## src/rtl/wbgpio_master.sv

```systemverilog
// wbgpio_master
// -----------------------------------------------------------------------------
// Single-outstanding-transaction Wishbone (pipelined) bus initiator. Each
// command taken from the valid/ready command stream becomes one bus read or
// write. Exactly one response is returned per command. Stall, ack and err are
// handled here, and an optional bus timeout can end a transaction, so upstream
// logic never sees raw Wishbone timing.
//
// Optional feature macro: WBGPIO_MASTER_TIMEOUT_EN
//   defined     : a cycle counter aborts a transaction after TIMEOUT cycles
//                 spent in REQ/WAIT. The response then has err=1, timeout=1.
//   not defined : no counter is built, the bus wait is unbounded, and
//                 o_rsp_timeout is tied 0.
//
// Parameters
//   AW       Wishbone word-address width
//   TIMEOUT  cycles from strobe issue to forced abort (timeout build only)
//
// Ports
//   i_clk, i_reset_n                    clock; asynchronous active-low reset
//   i_cmd_valid / o_cmd_ready           command handshake
//   i_cmd_we/addr/data/sel              command payload
//   o_wb_cyc/stb/we/addr/data/sel       Wishbone master outputs
//   i_wb_stall/ack/err/data             Wishbone slave responses
//   o_rsp_valid / i_rsp_ready           response handshake
//   o_rsp_data/err/timeout              response payload
//   o_dbg_state                         current FSM state (IDLE=0, REQ=1,
//                                       WAIT=2, RSP=3)
//
// Handshake rule (both streams): a transfer occurs on a rising edge where
// valid and ready are both high. The source holds valid and the payload
// stable until that edge. o_cmd_ready and o_rsp_valid are functions of the
// state register only.
// -----------------------------------------------------------------------------
module wbgpio_master #(
  parameter int AW      = 30,
  parameter int TIMEOUT = 1023
) (
  input  logic          i_clk,
  input  logic          i_reset_n,
  input  logic          i_cmd_valid,
  output logic          o_cmd_ready,
  input  logic          i_cmd_we,
  input  logic [AW-1:0] i_cmd_addr,
  input  logic [31:0]   i_cmd_data,
  input  logic [3:0]    i_cmd_sel,
  output logic          o_wb_cyc,
  output logic          o_wb_stb,
  output logic          o_wb_we,
  output logic [AW-1:0] o_wb_addr,
  output logic [31:0]   o_wb_data,
  output logic [3:0]    o_wb_sel,
  input  logic          i_wb_stall,
  input  logic          i_wb_ack,
  input  logic          i_wb_err,
  input  logic [31:0]   i_wb_data,
  output logic          o_rsp_valid,
  input  logic          i_rsp_ready,
  output logic [31:0]   o_rsp_data,
  output logic          o_rsp_err,
  output logic          o_rsp_timeout,
  output logic [1:0]    o_dbg_state
);

  typedef enum logic [1:0] {
    S_IDLE = 2'd0,
    S_REQ  = 2'd1,
    S_WAIT = 2'd2,
    S_RSP  = 2'd3
  } state_t;

  state_t      state_q, state_d;
  logic        cmd_take;     // command handshake this cycle
  logic        rsp_load;     // transaction ends this cycle; capture response
  logic [31:0] rsp_data_d;
  logic        rsp_err_d;
  logic        rsp_to_d;
  logic        timeout_hit;
  logic        bus_resp;     // slave response that actually ends the cycle
  logic [31:0] bus_rdata;

  // Read data is returned only for a clean ack on a read. err dominates ack.
  assign bus_rdata = (!o_wb_we && i_wb_ack && !i_wb_err) ? i_wb_data : 32'd0;

`ifdef WBGPIO_MASTER_TIMEOUT_EN
  localparam int CW = (TIMEOUT < 1) ? 1 : $clog2(TIMEOUT + 1);
  logic [CW-1:0] to_cnt_q;

  // The counter is cleared when a command is taken. It counts every cycle in
  // REQ/WAIT. Hitting the limit aborts, unless a response lands in the same
  // cycle (the response wins).
  always_ff @(posedge i_clk or negedge i_reset_n) begin
    if (!i_reset_n) begin
      to_cnt_q <= '0;
    end else if (cmd_take) begin
      to_cnt_q <= '0;
    end else if ((state_q == S_REQ || state_q == S_WAIT) && !timeout_hit) begin
      to_cnt_q <= to_cnt_q + 1'b1;
    end
  end

  assign timeout_hit = (to_cnt_q == CW'(TIMEOUT));
`else
  logic unused_timeout_cfg;
  assign unused_timeout_cfg = ^TIMEOUT;
  assign timeout_hit        = 1'b0;
`endif

  // State register
  always_ff @(posedge i_clk or negedge i_reset_n) begin
    if (!i_reset_n) state_q <= S_IDLE;
    else            state_q <= state_d;
  end

  // Next state and capture strobes
  always_comb begin
    state_d    = state_q;
    cmd_take   = 1'b0;
    rsp_load   = 1'b0;
    rsp_data_d = 32'd0;
    rsp_err_d  = 1'b0;
    rsp_to_d   = 1'b0;
    bus_resp   = 1'b0;
    case (state_q)
      S_IDLE: begin
        if (i_cmd_valid) begin
          cmd_take = 1'b1;
          state_d  = S_REQ;
        end
      end
      S_REQ: begin
        // A response can only count once the strobe has been accepted.
        bus_resp = !i_wb_stall && (i_wb_ack || i_wb_err);
        if (bus_resp) begin
          rsp_load   = 1'b1;
          rsp_data_d = bus_rdata;
          rsp_err_d  = i_wb_err;
          state_d    = S_RSP;
        end else if (timeout_hit) begin
          rsp_load  = 1'b1;
          rsp_err_d = 1'b1;
          rsp_to_d  = 1'b1;
          state_d   = S_RSP;
        end else if (!i_wb_stall) begin
          state_d = S_WAIT;
        end
      end
      S_WAIT: begin
        bus_resp = i_wb_ack || i_wb_err;
        if (bus_resp) begin
          rsp_load   = 1'b1;
          rsp_data_d = bus_rdata;
          rsp_err_d  = i_wb_err;
          state_d    = S_RSP;
        end else if (timeout_hit) begin
          rsp_load  = 1'b1;
          rsp_err_d = 1'b1;
          rsp_to_d  = 1'b1;
          state_d   = S_RSP;
        end
      end
      S_RSP: begin
        if (i_rsp_ready) state_d = S_IDLE;
      end
      default: state_d = S_IDLE;
    endcase
  end

  // Bus request fields: loaded once per command and held through stalls.
  always_ff @(posedge i_clk or negedge i_reset_n) begin
    if (!i_reset_n) begin
      o_wb_we   <= 1'b0;
      o_wb_addr <= '0;
      o_wb_data <= 32'd0;
      o_wb_sel  <= 4'd0;
    end else if (cmd_take) begin
      o_wb_we   <= i_cmd_we;
      o_wb_addr <= i_cmd_addr;
      o_wb_data <= i_cmd_data;
      o_wb_sel  <= i_cmd_sel;
    end
  end

  // Response fields: captured as the bus transaction ends and held in RSP.
  logic rsp_to_q;
  always_ff @(posedge i_clk or negedge i_reset_n) begin
    if (!i_reset_n) begin
      o_rsp_data <= 32'd0;
      o_rsp_err  <= 1'b0;
      rsp_to_q   <= 1'b0;
    end else if (rsp_load) begin
      o_rsp_data <= rsp_data_d;
      o_rsp_err  <= rsp_err_d;
      rsp_to_q   <= rsp_to_d;
    end
  end

`ifdef WBGPIO_MASTER_TIMEOUT_EN
  assign o_rsp_timeout = rsp_to_q;
`else
  logic unused_rsp_to;
  assign unused_rsp_to = rsp_to_q;
  assign o_rsp_timeout = 1'b0;
`endif

  assign o_cmd_ready = (state_q == S_IDLE);
  assign o_wb_cyc    = (state_q == S_REQ) || (state_q == S_WAIT);
  assign o_wb_stb    = (state_q == S_REQ);
  assign o_rsp_valid = (state_q == S_RSP);
  assign o_dbg_state = state_q;

endmodule
```

## config.mk

```make
export PLATFORM = sky130hd
export DESIGN_NAME = wbgpio_master
export DESIGN_NICKNAME = d
export VERILOG_FILES = /design/src/rtl/wbgpio_master.sv
export SDC_FILE = /design/constraint.sdc
export NUM_CORES = 1
export LEC_CHECK = 0
export CORE_MARGIN = 4
export CORE_UTILIZATION = 42
export DETAILED_ROUTE_END_ITERATION = 12
export HOLD_SLACK_MARGIN = 0.12
export PLACE_DENSITY = 0.84
export SETUP_SLACK_MARGIN = 0.2
export SLEW_MARGIN = 20
export SYNTH_ARGS = -nofsm -noshare
export SYNTH_HDL_FRONTEND = slang
export SYNTH_SLANG_ARGS = --single-unit
export TNS_END_PERCENT = 50
```

## constraint.sdc

```tcl
create_clock -name i_clk -period 2.6 [get_ports i_clk]
set_clock_uncertainty 0.05 [all_clocks]
set_input_delay 0.26 -clock i_clk [delete_from_list [all_inputs] [get_ports i_clk]]
set_output_delay 0.26 -clock i_clk [all_outputs]
set_load 0.005 [all_outputs]
```

# == After elaboration in Yosys (flattened, before gate mapping) ==
# Cells that the tools add are included.
# classes
shift,0
eq_ne,7
reduce_logical,10
n_mux,18
addsub,0
mul,0
n_div,0
n_lt_le_gt_ge,0
n_bitwise,0
# ops
operator,n
32-bit 2-to-1 mux,3
32-bit one-hot mux with 2 select lines,1
2-bit 2-to-1 mux,5
2-bit one-hot mux with 4 select lines,1
1-bit 2-to-1 mux,6
"2-bit equality test, second input constant",2
"2-bit != test, second input constant",2
1-bit one-hot mux with 2 select lines,2
4-bit AND reduction,1
1-bit logical AND,3
1-bit zero test,3
"3-bit by 2-bit != test with 1-bit output, second input constant",1
"2-bit by 1-bit equality test with 1-bit output, second input constant",1
2-bit zero test,1
1-bit logical OR,2
"2-bit by 1-bit != test with 1-bit output, second input constant",1
# word_totals
out_inout_bits,107
input_bits,106
word_cells,42
latchBits,0
romBits,0
ram_bits,0
register_bits,102
mem_count,0

# == Logic depth before layout (Yosys ltp) ==
# depth
ltp_word,6
mapped_depth,7

# == Least setup slack after synthesis ==
# No wires, ideal clock.
# synth_path
path_kind,register to register
startpoint,reg state_q[0] (netlist: o_dbg_state[0])
endpoint,reg state_q[1] (netlist: o_dbg_state[1])
path_stages_with_launch,6
setup_ps,125
required_ps,2425
t_arrival_ps,1538
synth_period_minus_slack_ps,1713
path_slack_ps,887
path_cell_list,dfrtp_1 -> inv_1 -> ha_1 -> or3b_1 -> o2111ai_2 -> mux2_4
# synth_via
elab_chain_cells,3
# synth_lines
item,line,source
"start, declared",72,"state_t state_q, state_d;"
"start signal, assigned",112,else state_q <= state_d;
2-bit by 1-bit equality test with 1-bit output (tied with other cells),--,
3-bit by 2-bit != test with 1-bit output (no line) (tied with other cells),--,
4-bit AND reduction (no line),--,
# Several ways; a longest one is shown, not always the timed one.
# A chain may end at the register's enable or synchronous reset.

# == Worst setup path after layout ==
# layout_path
startpoint,reg state_q[1] (netlist: o_dbg_state[1])
endpoint,out o_wb_cyc
# layout_via
elab_chain_cells,2
# layout_lines
item,line,source
2-bit by 1-bit equality test with 1-bit output or 2-bit equality test (tied branches),--,
1-bit logical OR *,207,assign o_wb_cyc = (state_q == S_REQ) || (state_q == S_WAIT);
"end, declared",47,"output logic o_wb_cyc,"
# Every way passes the cells marked *; elsewhere a longest branch is shown, timed or not.

==> impl_metrics.ini <==
[timing]
hold-worst-slack_ps = 440.8
min_period_over_period_pct = 83.30
grt_setup_unrepaired = no
tightest_slew_ps = 909.0
setup_ws_post_layout_ps = 434.3
count_of_endpoints_failing_hold_in_the_final_timing_report = 0
final-max-slew-violation-count = 0
final.setup.tns_ps = 0
max_freq_mhz = 461.7
post-route-min-period_ps = 2166
finalSetupViolCount = 0
max-slew-margin-rel_pct = 39.40

[place]
pre_cts_ws_ps = 268.0
dpl.hpwl_mm = 7.708
gp_congestion = 0.8023
placed_area_um2 = 6103
place_inst = 549
port_buffers = 211

[pwr]
p_clk_share_pct = 17.2
fin_total_pwr_mw = 6.802
comb_power_share_pct = 44.4
netSwitchingPower_mw = 1.849
power.share.sequential_pct = 38.5
power.leakage_nw = 2.719
power.share.switching_pct = 27.18
internal_power_mw = 4.953
power_density_nw_per_um2 = 1071
power.ir.vdd_worst_mv = 0.5261

[status]
run_status = completed

[setup_path]
crit_path_end_kind = primary output
slowest_stage = sky130_fd_sc_hd__clkdlybuf4s50_1
worst_path_dominant_cell_family = buffers and inverters
cp_cell_sequence = inv_1 -> ha_1 -> clkdlybuf4s50_1
path_buf_inv = 2
max_fanout_on_critical_path = 6
endpoint_required_time_on_the_critical_path_ps = 2290
critPathArrivalTime_ps = 1860
setup_crit_start_kind = register
crit_type = register to primary output
slowest_delay_ps = 550

[clock_tree]
clk_root_buffer_cell = sky130_fd_sc_hd__clkbuf_8
cts_setup_buffers = 0
tritoncts_clock_tree = done
worst_setup_hold_path_clk_slew_ps = 90
clkLatencyLatePin_ps = 340
numCtsBuffers = 9
cts.htree.levels = 3
cts-root-to-sink-buffers = 2
numClockSinks = 102

[logic_synthesis]
synth_sequential_area_ratio_pct = 65.20
synthCells = 242
avg_inst_size_synth_um2 = 16.18
yosysUniqueCellTypes = 22
synth_top_cells_by_area = sky130_fd_sc_hd__dfrtp_1 65%, sky130_fd_sc_hd__mux2_2 19%, sky130_fd_sc_hd__a22o_1 7.2%
post-synth-top-area-cell = sky130_fd_sc_hd__dfrtp_1
number_of_register_bits_inferred_by_synthesis = 102
yosys_warnings = 0
netlist.area_leader.share_pct = 65.20
syn-num-nets = 353
mappedNetlistArea_um2 = 3915

[cells_and_area]
insertedDiodeCount = 0
nNetsFinal = 564
final_non_filler_cell_total = 566
postLayoutCellArea_um2 = 6352
layout.cells.most_common_list = 210 x sky130_fd_sc_hd__clkdlybuf4s50_1, 102 x sky130_fd_sc_hd__dfrtp_1, 67 x sky130_fd_sc_hd__mux2_2
mostFrequentLayoutCell = sky130_fd_sc_hd__clkdlybuf4s50_1
post_route_cells_drive_above_1_share_pct = 19.65
synthToLayoutAreaGrowth_pct = 62.26
layout.filler_cells = 627
post-route-util_pct = 71.45

[detailed_routing]
number_of_design_rule_violations_left_by_the_first_detailed_router_iteration = 53
final_antenna_net_count = 0
detail_route.drc_violations = 0
routed_wl_mm = 10.07
detail_route.wl_per_cell_um = 17.79
ratio_of_routed_vias_to_standard_cells = 4.988
num_vias = 2823
dr.pass1.iters = 4

[job]
reported_max_cap_violation_count = 0

[global_route]
track_usage_pct = 18.82
vias_in_the_first_global_route = 3174
gr-total-overflow = 0
antenna_found_initial = 0
grt_first_pass_wirelength_mm = 16.42
grt_max_degree = 63

[worst_hold_path]
worst_hold_path_class = primary input to asynchronous set/reset pin

[floorplanning]
std_cell_rows = 34
die_height_um = 104.5
i_o_pins = 213
die_area_um2 = 10930
die_width_um = 104.5
initial_core_util_pct = 44.03
fp.coreArea_um2 = 8891
[cells by family after synthesis]
group,count (synthesis),synth area share [%]
DFF,102,65.20
AOI/OAI and AO/OA,40,9.204
buffers and inverters,18,2.908
adders and majority gates,5,1.598
other,1,0.09579
and+or+nand+nor,8,1.342
muxes,68,19.65
[cells in the mapped netlist]
library cell                  n
sky130_fd_sc_hd__buf_6        3
sky130_fd_sc_hd__o2111ai_2    1
sky130_fd_sc_hd__mux2_4       1
sky130_fd_sc_hd__o21ai_0      3
sky130_fd_sc_hd__a21oi_1      1
sky130_fd_sc_hd__o21bai_1     1
sky130_fd_sc_hd__nand2b_1     1
sky130_fd_sc_hd__nor2_1       1
sky130_fd_sc_hd__a22o_1      32
sky130_fd_sc_hd__ha_1         5
sky130_fd_sc_hd__o221ai_4     1
sky130_fd_sc_hd__inv_1        4
sky130_fd_sc_hd__nor2b_4      1
sky130_fd_sc_hd__mux2_2      67
sky130_fd_sc_hd__conb_1       1
sky130_fd_sc_hd__nand2_1      3
sky130_fd_sc_hd__dfrtp_1    102
sky130_fd_sc_hd__nor4b_1      1
sky130_fd_sc_hd__or3b_1       1
sky130_fd_sc_hd__o2111a_1     1
sky130_fd_sc_hd__buf_2        7
sky130_fd_sc_hd__buf_4        4
[sequential cells by signal (all words and copies together), names as in the netlist]
name / count
o_rsp_data: 32
o_wb_addr: 30
o_wb_we: 1
o_wb_sel: 4
o_rsp_err: 1
o_wb_data: 32
o_dbg_state: 2
[layer usage]
| layer | up-vias | part of all wire [%] | GRT usage [%] | wire, um |
|---|---|---|---|---|
| li1 | 1288 | - | - | - |
| met1 | 1378 | 38 | 22.10 | 3825 |
| met2 | 135 | 51 | 31.73 | 5092 |
| met3 | 22 | 8.6 | 6.658 | 868 |
| met4 | 0 | 2.8 | 7.312 | 280 |
| met5 | - | 0 | 0 | 0 |
[power groups by stage]
stage | clock [mW] | sequential [mW] | combinational, mW
after floorplan | 0 | 2.68 | 1.14
after global placement | 0 | 2.62 | 2.98
after detailed placement | 0 | 2.65 | 3.06
after CTS | 1.21 | 2.63 | 3.07
after global routing | 1.27 | 2.71 | 3.23
final | 1.17 | 2.62 | 3.02
[layout make-up]
type | count | area (um^2) | share of cell area, %
Sequential cell | 102 | 2552 | 40.18
Timing Repair Buffer | 214 | 2160 | 34.00
Multi-Input combinational cell | 122 | 1252 | 19.72
Tap cell | 108 | 135.1 | 2.127
Clock buffer | 11 | 131.4 | 2.068
Clock inverter | 5 | 106.4 | 1.674
Inverter | 4 | 15.01 | 0.2364
[worst paths after layout]
check,start,endpoint,slack (ps),cells after the start
max,o_dbg_state[1],o_wb_cyc,430,3
min,i_reset_n,o_rsp_data[3],440,2
max reg2reg,o_dbg_state[1],o_rsp_err,540,5
min reg2reg,o_rsp_err,o_rsp_err,440,2
max in group asynchronous,i_reset_n,o_rsp_data[5],1340,3
min in group i_clk,o_rsp_err,o_rsp_err,440,2
[worst register-to-register path, stage by stage, from the launching register on]
cell and delay (ps):
sky130_fd_sc_hd__dfrtp_1 440, sky130_fd_sc_hd__inv_1 120, sky130_fd_sc_hd__ha_1 230, sky130_fd_sc_hd__nor2b_4 150
sky130_fd_sc_hd__o221ai_4 720, sky130_fd_sc_hd__o21ai_0 200
[repair_timing]
action | CTS | global route
resized for setup | 0 | 0
endpoints found under the hold margin | 53 | 0
hold buffers | 1 | 0
Note: power is estimated with default switching activity, not from simulation.
